==> src/rtl/vip_pkg.sv <==
`default_nettype none
// ============================================================================
//  Module      : vip_pkg
//  Description : Shared widths, reader state encoding and the frame-size
//                helper for the video input pipeline blocks.
//  Revision    : 1.0 - initial release
// ============================================================================
package vip_pkg;

  localparam int c_dwidth = 24;  // packed {R,G,B} pixel
  localparam int c_awidth = 22;  // pixel-memory word address
  localparam int c_gwidth = 11;  // width / height / frame count
  localparam int c_twidth = 33;  // holds width*height*num_frame

  typedef enum logic [1:0] {
    IDLE  = 2'd0,
    READ  = 2'd1,
    DRAIN = 2'd2
  } reader_state_t;

  // Total pixel reads needed for a job.
  function automatic logic [c_twidth-1:0] total_pixels(
    input logic [c_gwidth-1:0] w,
    input logic [c_gwidth-1:0] h,
    input logic [c_gwidth-1:0] n
  );
    return c_twidth'(w) * c_twidth'(h) * c_twidth'(n);
  endfunction

endpackage
`default_nettype wire

==> src/rtl/image_scan_counter.sv <==
`default_nettype none
// ============================================================================
//  Module      : image_scan_counter
//  Description : Tracks x / y / frame position of pixels written downstream
//                and generates start-of-frame and end-of-line markers.
//  Revision    : 1.0 - initial release
// ============================================================================
module image_scan_counter
  import vip_pkg::*;
(
  input  logic                clock,
  input  logic                reset,
  input  logic                clear,
  input  logic                advance,
  input  logic [c_gwidth-1:0] width,
  input  logic [c_gwidth-1:0] height,
  input  logic [c_gwidth-1:0] num_frame,
  output logic                sof,
  output logic                eol,
  output logic                last_pixel,
  output logic [c_gwidth-1:0] frame_cnt
);

  logic [c_gwidth-1:0] r_x;
  logic [c_gwidth-1:0] r_y;
  logic [c_gwidth-1:0] r_frame;
  logic                w_x_end;
  logic                w_y_end;

  assign w_x_end    = (r_x == width - c_gwidth'(1));
  assign w_y_end    = (r_y == height - c_gwidth'(1));
  assign sof        = advance && (r_x == '0) && (r_y == '0);
  assign eol        = advance && w_x_end;
  assign last_pixel = w_x_end && w_y_end && (r_frame == num_frame - c_gwidth'(1));
  assign frame_cnt  = r_frame;

  // Raster position advances by one pixel on every downstream write.
  always_ff @(posedge clock or posedge reset) begin
    if (reset) begin
      r_x     <= '0;
      r_y     <= '0;
      r_frame <= '0;
    end else if (clear) begin
      r_x     <= '0;
      r_y     <= '0;
      r_frame <= '0;
    end else if (advance) begin
      if (w_x_end) begin
        r_x <= '0;
        if (w_y_end) begin
          r_y     <= '0;
          r_frame <= r_frame + c_gwidth'(1);
        end else begin
          r_y <= r_y + c_gwidth'(1);
        end
      end else begin
        r_x <= r_x + c_gwidth'(1);
      end
    end
  end

endmodule
`default_nettype wire

==> src/rtl/image_reader.sv <==
`default_nettype none
// ============================================================================
//  Module      : image_reader
//  Description : Streams num_frame frames of width x height pixels from a
//                linear pixel memory into a downstream FIFO, one pixel per
//                cycle, with a single-entry hold register absorbing the read
//                that returns while the FIFO is full.
//  Revision    : 1.0 - initial release
// ============================================================================
module image_reader
  import vip_pkg::*;
#(
  parameter int DWIDTH = c_dwidth,
  parameter int AWIDTH = c_awidth
) (
  input  logic                clock,
  input  logic                reset,
  input  logic [c_gwidth-1:0] width,
  input  logic [c_gwidth-1:0] height,
  input  logic [c_gwidth-1:0] num_frame,
  input  logic                start,
  output logic                mem_rden,
  output logic [AWIDTH-1:0]   mem_addr,
  input  logic [DWIDTH-1:0]   mem_rdata,
  output logic                fifo_wrreq,
  output logic [DWIDTH-1:0]   fifo_data,
  input  logic                fifo_full,
  output logic                out_sof,
  output logic                out_eol,
  output logic                busy,
  output logic                done,
  output logic [c_gwidth-1:0] frame_cnt
);

  reader_state_t       r_state;
  logic [c_gwidth-1:0] r_width;
  logic [c_gwidth-1:0] r_height;
  logic [c_gwidth-1:0] r_num_frame;
  logic [c_twidth-1:0] r_reads_left;
  logic [AWIDTH-1:0]   r_mem_addr;
  logic                r_rd_pending;
  logic                r_hold_valid;
  logic [DWIDTH-1:0]   r_hold_data;
  logic                r_busy;
  logic                r_done;

  logic                w_start_zero;
  logic                w_start_ok;
  logic                w_issue;
  logic                w_write;
  logic                w_last_pixel;

  assign w_start_zero = (width == '0) || (height == '0) || (num_frame == '0);
  assign w_start_ok   = (r_state == IDLE) && start && !w_start_zero;

  // A read may only go out when its data is guaranteed a home next cycle:
  // FIFO not full now and the hold register free.
  assign w_issue = (r_state == READ) && (r_reads_left != '0) && !fifo_full && !r_hold_valid;

  // Held data and freshly returned data are never present together.
  assign w_write = !fifo_full && (r_hold_valid || r_rd_pending);

  assign mem_rden   = w_issue;
  assign mem_addr   = r_mem_addr;
  assign fifo_wrreq = w_write;
  assign fifo_data  = r_hold_valid ? r_hold_data : (r_rd_pending ? mem_rdata : '0);
  assign busy       = r_busy;
  assign done       = r_done;

  // Job control: accept start, issue reads, wait for the final write.
  always_ff @(posedge clock or posedge reset) begin
    if (reset) begin
      r_state      <= IDLE;
      r_width      <= '0;
      r_height     <= '0;
      r_num_frame  <= '0;
      r_reads_left <= '0;
      r_mem_addr   <= '0;
      r_busy       <= 1'b0;
      r_done       <= 1'b0;
    end else begin
      r_done <= 1'b0;
      case (r_state)
        IDLE: begin
          if (start) begin
            if (w_start_zero) begin
              r_done <= 1'b1;
            end else begin
              r_width      <= width;
              r_height     <= height;
              r_num_frame  <= num_frame;
              r_reads_left <= total_pixels(width, height, num_frame);
              r_mem_addr   <= '0;
              r_busy       <= 1'b1;
              r_state      <= READ;
            end
          end
        end
        READ: begin
          if (w_issue) begin
            r_mem_addr   <= r_mem_addr + AWIDTH'(1);
            r_reads_left <= r_reads_left - c_twidth'(1);
            if (r_reads_left == c_twidth'(1)) begin
              r_state <= DRAIN;
            end
          end
        end
        DRAIN: begin
          if (w_write && w_last_pixel) begin
            r_busy  <= 1'b0;
            r_done  <= 1'b1;
            r_state <= IDLE;
          end
        end
        default: r_state <= IDLE;
      endcase
    end
  end

  // Track the in-flight read and park its data when the FIFO is full.
  always_ff @(posedge clock or posedge reset) begin
    if (reset) begin
      r_rd_pending <= 1'b0;
      r_hold_valid <= 1'b0;
      r_hold_data  <= '0;
    end else begin
      r_rd_pending <= w_issue;
      if (r_rd_pending && fifo_full) begin
        r_hold_valid <= 1'b1;
        r_hold_data  <= mem_rdata;
      end else if (r_hold_valid && !fifo_full) begin
        r_hold_valid <= 1'b0;
      end
    end
  end

  image_scan_counter u_scan (
    .clock      (clock),
    .reset      (reset),
    .clear      (w_start_ok),
    .advance    (w_write),
    .width      (r_width),
    .height     (r_height),
    .num_frame  (r_num_frame),
    .sof        (out_sof),
    .eol        (out_eol),
    .last_pixel (w_last_pixel),
    .frame_cnt  (frame_cnt)
  );

endmodule
`default_nettype wire

==> config.mk <==
export PLATFORM = sky130hd
export DESIGN_NAME = image_reader
export DESIGN_NICKNAME = d
export VERILOG_FILES = /design/src/rtl/vip_pkg.sv /design/src/rtl/image_scan_counter.sv /design/src/rtl/image_reader.sv
export SDC_FILE = /design/constraint.sdc
export NUM_CORES = 1
export LEC_CHECK = 0
export CORE_UTILIZATION = 55
export CTS_BUF_LIST = sky130_fd_sc_hd__clkbuf_8
export CTS_CLUSTER_DIAMETER = 200
export DETAILED_ROUTE_END_ITERATION = 7
export MAX_ROUTING_LAYER = met4
export PLACE_DENSITY = 0.75
export SLEW_MARGIN = 20
export SYNTH_ARGS = -nofsm -noshare
export SYNTH_HDL_FRONTEND = slang
export SYNTH_SLANG_ARGS = --single-unit
==> constraint.sdc <==
create_clock -name clock -period 8.87 [get_ports clock]
set_clock_uncertainty 0.2 [all_clocks]
set_input_delay 2.2175 -clock clock [delete_from_list [all_inputs] [get_ports clock]]
set_output_delay 2.2175 -clock clock [all_outputs]
set_load 0.005 [all_outputs]
==> flow_summary.ini <==
[sta]
setup_ws_ns = -1.96
max_freq_mhz = 92.3
setup_viol = 24
period_share = 1.22
slew_headroom = 0.171
hold_viol_final = 0
worstMarginPinSlew_ns = 1.23
fin_crit_ns = 10.83
finalMaxSlewViolations = 0
rsz0062_at_grt = yes

[die]
die_h_um = 197
die_area_sq_um = 38800
start_util = 0.558
ioPinCount = 124
die_w_um = 197
rows = 71
coreArea_sq_um = 37500

[global_routing]
met1_usage = 0.368
grt_util_met3 = 0.0392
grt_use_total = 0.303
grt_pass1_vias = 19600
grt_overflow_total = 0
grt_busiest_layer = met2
antenna_found_initial = 1
grt.met2_usage = 0.522
grt_start_max_net_pins = 88
grt_pass1_wl_um = 92600

[synthesis]
syn_nets = 2915
netlist_top_cells_count = 318 x inv_1, 317 x nand2_1, 259 x fa_1
yosysWarnings = 0
syn-cell-area_sq_um = 20900
synth_area_leaders = fa_1 25%, dfrtp_1 18%, ha_1 8.5%, inv_1 5.7%, nand2_1 5.7%
synth_most_common_cell = inv_1
netlist_instances = 2453
yosysSeqAreaShare = 0.181
synth_area_leader_cell = fa_1
synth_edf_count = 0
async_reset_ff_frac = 1.00
yosys.area.top_type_share = 0.248
synth.distinct_cells = 76
synth_seq_cells = 151
avgSynthCellArea_sq_um = 8.52
dominantRegCellSynth = dfrtp_1

[clocking]
clk_latency_ns = 0.50
htree_levels = 4
cts_tree = yes
clock_sinks = 151
cts_root_buf = clkbuf_8
clock_path_buffers = 2
clk_pin_slew_ns = 0.09
cts_inserted_buffers = 17
ctsHoldBuffers = 0

[route]
num_vias = 18700
drc_errors = 0
ant_nets = 0
drtIter0Drc = 1209
wl_per_cell_um = 16.9
wirelength_um = 55300
vias_per_cell = 5.73
dr.pass1.iters = 5

[setup_path]
r2r_slack_ns = 4.01
critPathKind = input port to register
cp-end-kind = register
crit_path_start_kind = input port
reg2regPathDepth = 8
required_ns = 9.04
r2r_start = r_reads_left[27]
critPathMostFrequentCell = fa_1
cpPeakStageDelay_ns = 0.55
critical_path.max_fanout = 6
arrival_ns = 11.00
timing.rr.end = mem_addr[3]
slowest_stage = fa_1

[run]
maxCapViolCount = 0

[cells_and_area]
area_growth_pct = 25.0
multi_input_area_sq_um = 16500
drive_gt1_frac = 0.220
nets = 3211
seqCellArea_sq_um = 3780
fillCellCount = 2837

[hold_path]
whs_path_depth = 1
min_to = r_hold_data[3]
min_path_type = register to register
hold_start = r_hold_data[3]

[placement]
place.gp.congestion = 0.882
port_buffers = 123
pre_cts_ws_ns = -2.98
dpl.hpwl_um = 41900

[run_status]
violations = negative setup slack
status = complete, but fails checks
## state kept, by name, indices dropped and copies added (netlist names)
signal,flops
r_width,11
mem_addr,22
u_scan.r_x,11
r_reads_left,33
r_state,2
busy,1
r_hold_valid,1
r_height,11
u_scan.frame_cnt,11
r_num_frame,11
u_scan.r_y,11
done,1
r_rd_pending,1
r_hold_data,24
## per-layer routing
layer	share of wire	routed length, um	vias to the layer above
met1	0.41	22500	9356
met2	0.51	28000	607
li1	-	-	8646
met3	0.053	2940	140
met4	0.032	1760	0
met5	0	0	-
## critical path, delay by kind of cell
kind	cells	cell delay, ns
simple gates	2	0.27
buf+inv	8	0.52
fa+ha+maj	12	5.47
xor+xnor	1	0.19
compound gates	12	2.28
## layout make-up
cell class	instances	share of cell area
multi-input cells	1842	0.633
flip-flops and latches	151	0.145
repair buffers	416	0.138
inverters	321	0.0465
well taps	511	0.0245
clock buffers	17	0.00896
clock inverters	14	0.00445
diodes	1	0.0000958
## worst max path at each step
stage,from,to,cells after the start
finish,width[7],r_reads_left[30],35
CTS,width[5],r_reads_left[29],38
global route,width[2],r_reads_left[30],37
global placement,width[4],r_reads_left[30],37
detailed placement,height[4],r_reads_left[30],36
floorplan,height[4],r_reads_left[30],35
## cell families (layout without fill, tap and decap cells)
group                    count (synthesis)  after routing  share of synthesized area
AO/OA/AOI/OAI                          398            398                      0.116
XOR/XNOR                                87             87                     0.0365
adder cells (fa/ha/maj)                401            401                      0.333
buffers and inverters                  460            768                     0.0838
flip-flops                             151            151                      0.181
multiplexers                            60             60                     0.0319
other                                    0              1                          0
AND/OR/NAND/NOR                        896            896                      0.218
## metrics by stage
stage          hold slack (ns)  utilization  TNS, ns  instance area [sq um]  std cells
2_1_floorplan            0.265            -   -34.84                  21600       2453
3_3_place_gp             0.287        0.655   -61.12                  24500       3190
3_5_place_dp             0.292        0.655   -64.21                  24500       3190
4_1_cts                  0.311        0.681   -35.27                  25500       3252
5_1_grt                  0.324        0.697   -43.01                  26100       3273
6_report                 0.310        0.697   -36.45                  26100       3273
## repair_timing
item | 4_1_cts | 5_1_grt
pin swaps | 117 | 103
endpoints found under the setup margin | 27 | 26
setup buffers | 32 | 20
gates resized for setup | 181 | 122
## placed cells by master (no fill, tap or decap), drive strengths merged, types with 5 or more instances in the layout
master / netlist / routed
xnor2: 53 / 53
and2: 172 / 172
nand4: 17 / 17
o21a: 5 / 5
fa: 259 / 259
or3: 31 / 31
mux2i: 7 / 7
a311oi: 5 / 5
a31oi: 14 / 14
a311o: 8 / 8
nor4: 37 / 37
ha: 142 / 142
o21bai: 6 / 6
inv: 321 / 328
and3: 31 / 31
mux2: 53 / 53
buf: 7 / 309
nand2b: 13 / 13
o21ai: 138 / 138
nand2: 317 / 317
nor2: 106 / 106
a21o: 22 / 22
o211ai: 21 / 21
nand3b: 11 / 11
nor3: 43 / 43
o31ai: 11 / 11
xor2: 34 / 34
or3b: 6 / 6
or4: 15 / 15
a21boi: 8 / 8
nand3: 53 / 53
a21oi: 113 / 113
a211oi: 10 / 10
clkdlybuf4s50: 0 / 101
clkbuf: 132 / 21
nor2b: 26 / 26
dfrtp: 151 / 151
a22oi: 6 / 6
Power is left out: the tool's default activity adds up to more than one toggle a clock period on the data nets, which glitch-free logic cannot reach.
